**config.mk**
```make
export PLATFORM = sky130hd
export DESIGN_NAME = alu_op_sequencer
export DESIGN_NICKNAME = d
export VERILOG_FILES = /design/src/rtl/alu_seq_pkg.sv /design/src/rtl/alu_seq_fifo.sv /design/src/rtl/alu_op_sequencer.sv
export SDC_FILE = /design/constraint.sdc
export NUM_CORES = 1
export LEC_CHECK = 0
export CORE_MARGIN = 2
export CORE_UTILIZATION = 29
export CTS_CLUSTER_SIZE = 30
export DETAILED_ROUTE_END_ITERATION = 8
export PLACE_DENSITY_LB_ADDON = 0.05
export SETUP_SLACK_MARGIN = 0.5
export SYNTH_ARGS = -nofsm -noshare
export SYNTH_HDL_FRONTEND = slang
export SYNTH_HIERARCHICAL = 1
export SYNTH_SLANG_ARGS = --single-unit
```
**constraint.sdc**
```tcl
create_clock -name clk -period 7.99 [get_ports clk]
set_input_delay 1.598 -clock clk [delete_from_list [all_inputs] [get_ports clk]]
set_output_delay 1.598 -clock clk [all_outputs]
set_load 0.03 [all_outputs]
```
**src/rtl/alu_seq_pkg.sv**
```systemverilog
// alu_seq_pkg: shared types and constants for the ALU command sequencer.
//   - state_t     : sequencer FSM states (2-bit encoding)
//   - SEL_*       : ALU in_sel codes {persist, load, reset}
//   - OP_W/DATA_W : one-hot op width and data width
//   - cmd_t       : one queued command (carries a chain flag when
//                   ALU_SEQ_CHAIN_EN is defined)
//   - is_one_hot  : legality test applied to a command's op before it runs
package alu_seq_pkg;

  localparam int OP_W   = 7;
  localparam int DATA_W = 8;

  typedef enum logic [1:0] {
    IDLE = 2'b00,
    LOAD = 2'b01,
    EXEC = 2'b10,
    RESP = 2'b11
  } state_t;

  localparam logic [2:0] SEL_PERSIST = 3'b100;
  localparam logic [2:0] SEL_LOAD    = 3'b010;
  localparam logic [2:0] SEL_RESET   = 3'b001;

  typedef struct packed {
`ifdef ALU_SEQ_CHAIN_EN
    logic              chain;
`endif
    logic [OP_W-1:0]   op;
    logic [DATA_W-1:0] a;
    logic [DATA_W-1:0] b;
  } cmd_t;

  function automatic logic is_one_hot(input logic [OP_W-1:0] op);
    return $countones(op) == 1;
  endfunction

endpackage

```
**src/rtl/alu_seq_fifo.sv**
```systemverilog
// alu_seq_fifo: synchronous show-ahead FIFO for queued commands.
//   clk, rst  : clock, asynchronous active-high reset (empties the FIFO)
//   push_i    : write wdata_i (ignored when full)
//   wdata_i   : entry to write
//   pop_i     : drop the head entry (ignored when empty)
//   rdata_o   : current head entry, valid whenever empty_o is low
//   full_o    : DEPTH entries held
//   empty_o   : no entries held
// DEPTH must be a power of two so the pointers wrap by natural overflow.
module alu_seq_fifo #(
  parameter int DEPTH = 4,
  parameter int WIDTH = 8
) (
  input  logic             clk,
  input  logic             rst,
  input  logic             push_i,
  input  logic [WIDTH-1:0] wdata_i,
  input  logic             pop_i,
  output logic [WIDTH-1:0] rdata_o,
  output logic             full_o,
  output logic             empty_o
);

  localparam int PTR_W = (DEPTH > 1) ? $clog2(DEPTH) : 1;

  logic [WIDTH-1:0] mem_q [DEPTH];
  logic [PTR_W-1:0] wr_ptr_q, rd_ptr_q;
  logic [PTR_W:0]   count_q;
  logic             push_ok, pop_ok;

  assign full_o  = (count_q == (PTR_W+1)'(DEPTH));
  assign empty_o = (count_q == '0);
  assign push_ok = push_i & ~full_o;
  assign pop_ok  = pop_i & ~empty_o;
  assign rdata_o = mem_q[rd_ptr_q];

  // NOTE: the storage array has no reset; the count and pointers decide
  // which entries are meaningful, so resetting the data would only cost logic.
  always_ff @(posedge clk) begin
    if (push_ok) mem_q[wr_ptr_q] <= wdata_i;
  end

  // NOTE: sequential state uses non-blocking assignments so every register
  // samples pre-edge values regardless of statement order.
  always_ff @(posedge clk or posedge rst) begin
    if (rst) begin
      wr_ptr_q <= '0;
      rd_ptr_q <= '0;
      count_q  <= '0;
    end else begin
      if (push_ok) wr_ptr_q <= wr_ptr_q + PTR_W'(1);
      if (pop_ok)  rd_ptr_q <= rd_ptr_q + PTR_W'(1);
      case ({push_ok, pop_ok})
        2'b10:   count_q <= count_q + (PTR_W+1)'(1);
        2'b01:   count_q <= count_q - (PTR_W+1)'(1);
        default: count_q <= count_q;
      endcase
    end
  end

endmodule

```
**src/rtl/alu_op_sequencer.sv**
```systemverilog
// alu_op_sequencer: queues one-hot ALU commands and walks the shared ALU
// through LOAD -> EXEC -> capture, returning each result on a valid/ready
// channel. One command is in flight at a time.
//   clk, rst              : clock, asynchronous active-high reset
//   on                    : global enable; low freezes FSM/pop, pushes still accepted
//   cmd_valid/cmd_ready   : command handshake (cmd_ready = FIFO not full)
//   cmd_op, cmd_a, cmd_b  : one-hot op and operands
//   cmd_chain             : only with ALU_SEQ_CHAIN_EN; operand 1 = previous result
//   res_valid/res_ready   : result handshake
//   res_data, res_op      : captured ALU result and the op that produced it
//   alu_in_sel, alu_num1, alu_num2, alu_out_sel : drive the ALU
//   alu_out               : ALU result, valid ALU_LAT cycles into EXEC
//   busy                  : FSM not IDLE or commands queued
//   err_op                : sticky, a non-one-hot op was dropped
// Optional feature macro: ALU_SEQ_CHAIN_EN.
module alu_op_sequencer
  import alu_seq_pkg::*;
#(
  parameter int DEPTH   = 4,
  parameter int ALU_LAT = 1
) (
  input  logic              clk,
  input  logic              rst,
  input  logic              on,
  input  logic              cmd_valid,
  output logic              cmd_ready,
  input  logic [OP_W-1:0]   cmd_op,
  input  logic [DATA_W-1:0] cmd_a,
  input  logic [DATA_W-1:0] cmd_b,
`ifdef ALU_SEQ_CHAIN_EN
  input  logic              cmd_chain,
`endif
  output logic              res_valid,
  input  logic              res_ready,
  output logic [DATA_W-1:0] res_data,
  output logic [OP_W-1:0]   res_op,
  output logic [2:0]        alu_in_sel,
  output logic [DATA_W-1:0] alu_num1,
  output logic [DATA_W-1:0] alu_num2,
  output logic [OP_W-1:0]   alu_out_sel,
  input  logic [DATA_W-1:0] alu_out,
  output logic              busy,
  output logic              err_op
);

  localparam int CNT_W = $clog2(ALU_LAT + 1);

  state_t            state_q, state_d;
  logic [CNT_W-1:0]  lat_cnt_q, lat_cnt_d;
  logic [OP_W-1:0]   op_q, op_d;
  logic [2:0]        alu_in_sel_q, alu_in_sel_d;
  logic [DATA_W-1:0] alu_num1_q, alu_num1_d;
  logic [DATA_W-1:0] alu_num2_q, alu_num2_d;
  logic [OP_W-1:0]   alu_out_sel_q, alu_out_sel_d;
  logic              res_valid_q, res_valid_d;
  logic [DATA_W-1:0] res_data_q, res_data_d;
  logic [OP_W-1:0]   res_op_q, res_op_d;
  logic              err_op_q, err_op_d;

  cmd_t push_cmd, head;
  logic fifo_full, fifo_empty, fifo_pop;

  always_comb begin
    push_cmd    = '0;
    push_cmd.op = cmd_op;
    push_cmd.a  = cmd_a;
    push_cmd.b  = cmd_b;
`ifdef ALU_SEQ_CHAIN_EN
    push_cmd.chain = cmd_chain;
`endif
  end

  alu_seq_fifo #(
    .DEPTH (DEPTH),
    .WIDTH ($bits(cmd_t))
  ) u_fifo (
    .clk     (clk),
    .rst     (rst),
    .push_i  (cmd_valid),
    .wdata_i (push_cmd),
    .pop_i   (fifo_pop),
    .rdata_o (head),
    .full_o  (fifo_full),
    .empty_o (fifo_empty)
  );

  // NOTE: every signal written here gets its default first, so no path
  // through the case statement can leave one unassigned and infer a latch.
  always_comb begin
    state_d       = state_q;
    lat_cnt_d     = lat_cnt_q;
    op_d          = op_q;
    alu_in_sel_d  = alu_in_sel_q;
    alu_num1_d    = alu_num1_q;
    alu_num2_d    = alu_num2_q;
    alu_out_sel_d = alu_out_sel_q;
    res_valid_d   = res_valid_q;
    res_data_d    = res_data_q;
    res_op_d      = res_op_q;
    err_op_d      = err_op_q;
    fifo_pop      = 1'b0;

    case (state_q)
      IDLE: begin
        if (on && !fifo_empty) begin
          fifo_pop = 1'b1;
          if (!is_one_hot(head.op)) begin
            err_op_d = 1'b1;
          end else begin
            op_d       = head.op;
            alu_num2_d = head.b;
`ifdef ALU_SEQ_CHAIN_EN
            // res_data_q still holds the previous result (0 after reset).
            alu_num1_d = head.chain ? res_data_q : head.a;
`else
            alu_num1_d = head.a;
`endif
            state_d    = LOAD;
          end
        end
      end
      LOAD: begin
        if (on) begin
          alu_out_sel_d = op_q;
          lat_cnt_d     = '0;
          state_d       = EXEC;
        end
      end
      EXEC: begin
        if (on) begin
          if (lat_cnt_q == CNT_W'(ALU_LAT - 1)) begin
            res_data_d  = alu_out;
            res_op_d    = op_q;
            res_valid_d = 1'b1;
            state_d     = RESP;
          end else begin
            lat_cnt_d = lat_cnt_q + CNT_W'(1);
          end
        end
      end
      RESP: begin
        // The handshake may finish even while on is low.
        if (res_ready) begin
          res_valid_d = 1'b0;
          state_d     = IDLE;
        end
      end
      default: state_d = IDLE;
    endcase

    // in_sel is registered against the upcoming state so the ALU sees the
    // phase code for the whole cycle; it freezes with the FSM when on is low.
    if (on) alu_in_sel_d = (state_d == LOAD) ? SEL_LOAD : SEL_PERSIST;
  end

  always_ff @(posedge clk or posedge rst) begin
    if (rst) begin
      state_q       <= IDLE;
      lat_cnt_q     <= '0;
      op_q          <= '0;
      alu_in_sel_q  <= SEL_RESET;
      alu_num1_q    <= '0;
      alu_num2_q    <= '0;
      alu_out_sel_q <= '0;
      res_valid_q   <= 1'b0;
      res_data_q    <= '0;
      res_op_q      <= '0;
      err_op_q      <= 1'b0;
    end else begin
      state_q       <= state_d;
      lat_cnt_q     <= lat_cnt_d;
      op_q          <= op_d;
      alu_in_sel_q  <= alu_in_sel_d;
      alu_num1_q    <= alu_num1_d;
      alu_num2_q    <= alu_num2_d;
      alu_out_sel_q <= alu_out_sel_d;
      res_valid_q   <= res_valid_d;
      res_data_q    <= res_data_d;
      res_op_q      <= res_op_d;
      err_op_q      <= err_op_d;
    end
  end

  assign cmd_ready   = ~fifo_full;
  assign busy        = (state_q != IDLE) || !fifo_empty;
  assign res_valid   = res_valid_q;
  assign res_data    = res_data_q;
  assign res_op      = res_op_q;
  assign alu_in_sel  = alu_in_sel_q;
  assign alu_num1    = alu_num1_q;
  assign alu_num2    = alu_num2_q;
  assign alu_out_sel = alu_out_sel_q;
  assign err_op      = err_op_q;

endmodule

```
### Word level (Yosys, flattened, before mapping)

Memories as Yosys holds them, arrays and structs flattened.
Index checks and enable logic that the tools add are counted.

| storage, ports and cells | value |
|---|---|
| output and inout bits | 45 |
| memories | 1 |
| RAM bits | 92 |
| flip-flop bits (word level) | 60 |
| logic and storage cells | 80 |
| input bits | 36 |

| cells by class | value |
|---|---|
| muxes and demuxes | 21 |
| reduce and logical (&&, ||, !) cells | 15 |
| add/sub/neg operators | 11 |
| equality and inequality tests | 12 |
| bitwise gates (word level) | 6 |

Memories:

| name | depth | bits a word | read ports | clocked after Yosys merged registers in | write ports | line | RTL |
|---|---|---|---|---|---|---|---|
| u_fifo.mem_q | 4 | 23 | 1 | 0 | 1 | alu_seq_fifo.sv:26 | `logic [WIDTH-1:0] mem_q [DEPTH];` |

Operator list:

| operator | number |
|---|---|
| $mux W2 | 6 |
| $reduce_and A3 Y1 | 4 |
| $mux W1 | 10 |
| $ne A2 B2 Y1 const B | 4 |
| $pmux W2 S4 | 1 |
| $reduce_bool A2 Y1 | 4 |
| $add A1 B1 Y2 | 3 |
| $eq A2 B1 Y1 const B | 3 |
| $eq A2 B2 Y1 const B | 3 |
| $pmux W3 S2 | 1 |
| $add A2 B1 Y2 const B | 2 |
| $add A3 B3 Y4 | 1 |
| $eq A4 B1 Y1 const B | 1 |
| $not A1 Y1 | 4 |
| $pmux W1 S2 | 2 |
| $reduce_and A4 Y1 | 1 |
| $add A2 B1 Y3 | 1 |
| $add A2 B2 Y3 | 1 |
| $add A3 B1 Y3 const B | 1 |
| $eq A3 B3 Y1 const B | 1 |
| $logic_not A3 Y1 | 1 |
| $mux W3 | 1 |
| $sub A3 B1 Y3 const B | 1 |
| $and A1 B1 Y1 | 2 |
| other kinds (6) | 6 |

### Logic depth before layout (Yosys ltp)

An unclocked memory read counts as a cell.

| logic depth | value |
|---|---|
| depth after elaboration | 10 |
| gate-level depth with buffers | 13 |
| mapped depth without buffers | 10 |

### Cells and area by module

Netlist, hierarchy kept.

Modules (own cells, without submodules):

| module | area an instance (µm²) | sequential area each (µm²) | cells each | instances |
|---|---|---|---|---|
| alu_seq_fifo | 3794.9 | 2937.8 | 159 | 1 |
| alu_op_sequencer | 2178.3 | 1302.5 | 139 | 1 |

### Worst setup path before layout

No wires, ideal clock.

| timing path | value |
|---|---|
| path type | flip-flop to flip-flop |
| start point | register u_fifo.rd_ptr_q[0] |
| end point | register alu_num1_q[0], in the netlist alu_num1[0] |
| period minus slack after synthesis | 4.030 ns |
| cell stages (with the launch flop) | 14 |
| required time | 7.865 ns |
| path buffers | 3 |
| path slack | 3.960 ns |
| arrival time | 3.905 ns |
| setup time | 0.125 ns |
| path through | dfrtp_1 -> buf_6 -> buf_12 -> mux4_2 -> inv_1 -> fa_1 -> fa_1 -> inv_1 -> fa_1 -> fa_1 -> nor3b_1 -> nand2_4 -> buf_6 -> mux2_4 |

RTL lines:

| element | line | RTL |
|---|---|---|
| start, declared | alu_seq_fifo.sv:27 | `logic [PTR_W-1:0] wr_ptr_q, rd_ptr_q;` |
| start signal, assigned | alu_seq_fifo.sv:52 | `if (pop_ok) rd_ptr_q <= rd_ptr_q + PTR_W'(1);` |
| end signal, assigned | alu_op_sequencer.sv:174 | `alu_num1_q <= alu_num1_d;` |
| end, declared | alu_op_sequencer.sv:52 | `logic [DATA_W-1:0] alu_num1_q, alu_num1_d;` |

==> summary.md <==
| Metric | Value |
|---|---|
| Status | `completed` |
| Max layer used | `met4` |
| WL final | `11100 um` |
| WHS Path Cells | `1` |
| Post-layout util | `a little under two fifths` |
| Worst-Margin Slew | `between 0.8 and 0.9 ns` |
| Layout cells sized above 1 | `between 20% and 30%` |
| Largest net degree at the start of global routing | `53` |
| Setup Buffers After CTS | `0` |
| Post-synth EDFFs | `92` |
| Final min period | `4.74 ns` |
| Metal-1 WL | `approximately 5000 um` |
| Mapped Area | `5970 um^2` |
| Worst r2r src | `u_fifo/rd_ptr_q[0]` |
| Unrepaired setup endpoints after global routing | `no` |
| Number of diodes | `0` |
| # setup viols final | `0` |
| Mux contribution to synthesized area | `a little under a fifth` |
| Post-synth top flop | `edfxtp_1` |
| Adder-cell share of the synthesized area | `between 2 and 3%` |
| Die area | `~22000 um^2` |
| DP Wirelength | `between 6000 and 7000 um` |
| Leak pwr | `2.95 nW` |
| Number of max-cap violations | `0` |
| Routed vias | `~2800` |
| Initial antenna violation count | `0` |
| PortBufs | `80` |
| Register area share after synthesis | `71.0%` |
| Hold Crit Class | `reg2reg` |
| Total power | `about 3.3 mW` |
| Die extent in y | `148 um` |
| FMAX | `approximately 0.21 GHz` |
| Fin area | `slightly below 8000 um^2` |
| Yosys reg bits | `~150` |
| Clock buffer count from CTS | `17` |
| Grt ovf | `0` |
| Async set or reset register ratio after synthesis | `between 30% and 40%` |
| Synth Instances | `around 300` |
| Ports | `a little over 80` |
| FF-to-FF path depth | `10` |
| Die Wd | `approximately 150 um` |
| Worst setup path end | `alu_num1[2]` |
| TritonCTS clock tree | `done` |
| Setup Skew | `between 0.008 and 0.009 ns` |
| Max Root-Sink Buffers | `2` |
| Htree depth | `4` |
| Reg2Reg Setup Slack | `3.25 ns` |
| Drt first pass iters | `4` |
| DRC | `0` |
| Placed Cells | `roughly 640` |
| Tcrit/Tclk final | `59.3%` |
| GPL Wtd Cong | `between 0.6 and 0.7` |
| Nature of the critical path startpoint | `register` |
| Fin. Hold Viols | `0` |
| First-pass GRT wire length | `approximately 18000 um` |
| Maximum vdd ir drop | `between 0.00015 and 0.0002 V` |
| Via density | `4.19` |
| Top cells by area, synth | `edfxtp_1, dfrtp_1, mux4_2` |
| GRT Resource Usage Total | `approximately 11%` |
| Post-synth top area cell | `edfxtp_1` |
| Area growth, synth to finish | `28.6%` |
| CTS sink cnt | `151` |
| Main combinational cell family by area after synthesis | `multiplexers` |
| WP data arrival | `~5 ns` |
| Compound-Gate Fraction of Synth Area | `less than 1%` |
| Clk pin slew, worst setup/hold paths | `approximately 0.06 ns` |
| DR iter-0 viols | `100` |
| Worst-skew pair later-pin latency | `slightly above 0.4 ns` |
| Critical path required time | `approximately 8.3 ns` |
| R2R Path End | `alu_num1[2]` |
| CTS resizes | `0` |
| Setup total negative slack | `0 ns` |
| Crit path from | `u_fifo/rd_ptr_q[0]` |
| Max_slew headroom | `between 40% and 50%` |
| Routed Antenna Nets | `0` |
| Wire length per cell | `about 16 um` |
| List of most frequent post-synthesis cells | `edfxtp_1, dfrtp_1, mux2_2, inv_1` |
| Final Non-Filler Cells | `~680` |
| CTS Hold Bufs | `0` |
| Number of global-route vias before repair | `roughly 3000` |
| Syn_nets | `approximately 340` |
| Simple-gate share of the synthesized area | `under 10%` |
| Initial Util | `just under 30%` |
| Slew Viols, Final | `0` |
| Power per Cell Area | `around 420 nW/um^2` |
| WL met3 | `about 460 um` |
| Endpoint class of the critical path | `register` |
| Most common cell in the netlist | `edfxtp_1` |
| Root Buffer | `clkbuf_16` |
| Xor and xnor area share after synthesis | `less than 1%` |
| Post-synth top area share | `46.3%` |
| Yosys cell types | `34` |
| Critical Path Fanout Max | `26` |
| Synth Warn # | `6` |
| Synth Area per Inst | `20.0 um^2` |
| Met2 routed WL | `about 5500 um` |
| Crit Path Class | `reg2reg` |
| Post-DP Area | `approximately 7000 um^2` |
| Core Region | `~20000 um^2` |
| Num rows | `52` |
| Final net count | `approximately 440` |
-- worst min-delay path by stage --
stage | start | to | slack [ns]
2_1_floorplan | u_fifo/count_q[2] | u_fifo/count_q[2] | 0.48
3_3_place_gp | alu_in_sel[0] | alu_in_sel[0] | 0.47
3_5_place_dp | alu_in_sel[0] | alu_in_sel[0] | 0.48
4_1_cts | alu_in_sel[0] | alu_in_sel[0] | 0.49
5_1_grt | alu_in_sel[0] | alu_in_sel[0] | 0.50
6_report | alu_in_sel[0] | alu_in_sel[0] | 0.48
-- routing by layer --
| layer | GRT usage [%] | up-vias |
|---|---|---|
| met5 | 0 | - |
| met4 | 4.04 | 0 |
| met3 | 3.52 | 9 |
| met2 | 18.1 | 66 |
| met1 | 13.8 | 1447 |
| li1 | - | 1306 |
-- through the flow --
step	setup slack, ns	hold slack (ns)
6_report	3.25	0.485
5_1_grt	2.92	0.499
4_1_cts	3.12	0.489
3_5_place_dp	3.12	0.480
3_3_place_gp	3.16	0.475
2_1_floorplan	3.96	0.476
-- state kept, by name, summed over array words and instances, names as in the netlist, 2 cells and up --
| name | flops |
|---|---|
| alu_in_sel | 3 |
| alu_num1 | 8 |
| alu_num2 | 8 |
| alu_out_sel | 7 |
| op_q | 7 |
| res_data | 8 |
| res_op | 7 |
| state_q | 2 |
| u_fifo/count_q | 3 |
| u_fifo/mem_q | 92 |
| u_fifo/rd_ptr_q | 2 |
| u_fifo/wr_ptr_q | 2 |
-- cells by family after synthesis --
| family | after synthesis |
|---|---|
| flip-flops | 151 |
| AND/OR/NAND/NOR | 24 |
| AO/OA/AOI/OAI | 7 |
| adder cells (fa/ha/maj) | 10 |
| multiplexers | 70 |
| buffers and inverters | 30 |
| XOR/XNOR | 6 |
-- layout by cell type, fill, tap and decap left out, types with 2 or more instances in the layout --
| cell | count |
|---|---|
| nand2_1 | 8 |
| nor2_1 | 2 |
| nand3b_1 | 2 |
| xnor2_1 | 3 |
| clkbuf_16 | 17 |
| buf_4 | 6 |
| dfrtp_1 | 57 |
| clkinv_4 | 2 |
| o21ai_0 | 2 |
| inv_1 | 18 |
| xor2_1 | 3 |
| clkinv_2 | 5 |
| mux2_4 | 18 |
| mux2_2 | 28 |
| fa_1 | 5 |
| edfxtp_1 | 92 |
| mux4_2 | 18 |
| clkdlybuf4s50_1 | 80 |
| and2_1 | 4 |
| bufinv_16 | 5 |
| mux4_1 | 5 |
| ha_1 | 5 |
-- cell type report --
type / instances / area [um^2]
Tap cell: 270 / 338
Fill cell: 1881 / 12600
Timing Repair Buffer: 86 / 846
Inverter: 19 / 71.3
Clock inverter: 14 / 205
Multi-Input combinational cell: 117 / 1550
Sequential cell: 151 / 4240
Clock buffer: 18 / 429
-- critical path, cell delays in order (launching register included) --
cell,delay (ns)
dfrtp_2,0.93
mux4_2,0.61
inv_1,0.09
fa_1,0.43
fa_1,0.49
inv_1,0.05
fa_1,0.37
fa_1,0.43
nor3b_1,0.41
nand2_4,0.39
mux2_4,0.41
-- power by group --
| group | total (mW) | internal, mW | leakage [nW] | switching, mW |
|---|---|---|---|---|
| clock network | 0.858 | 0.552 | 0.315 | 0.306 |
| registers | 1.23 | 1.08 | 1.55 | 0.156 |
| logic | 1.17 | 0.598 | 1.08 | 0.571 |
No activity file was read; power rests on OpenSTA's default activity.
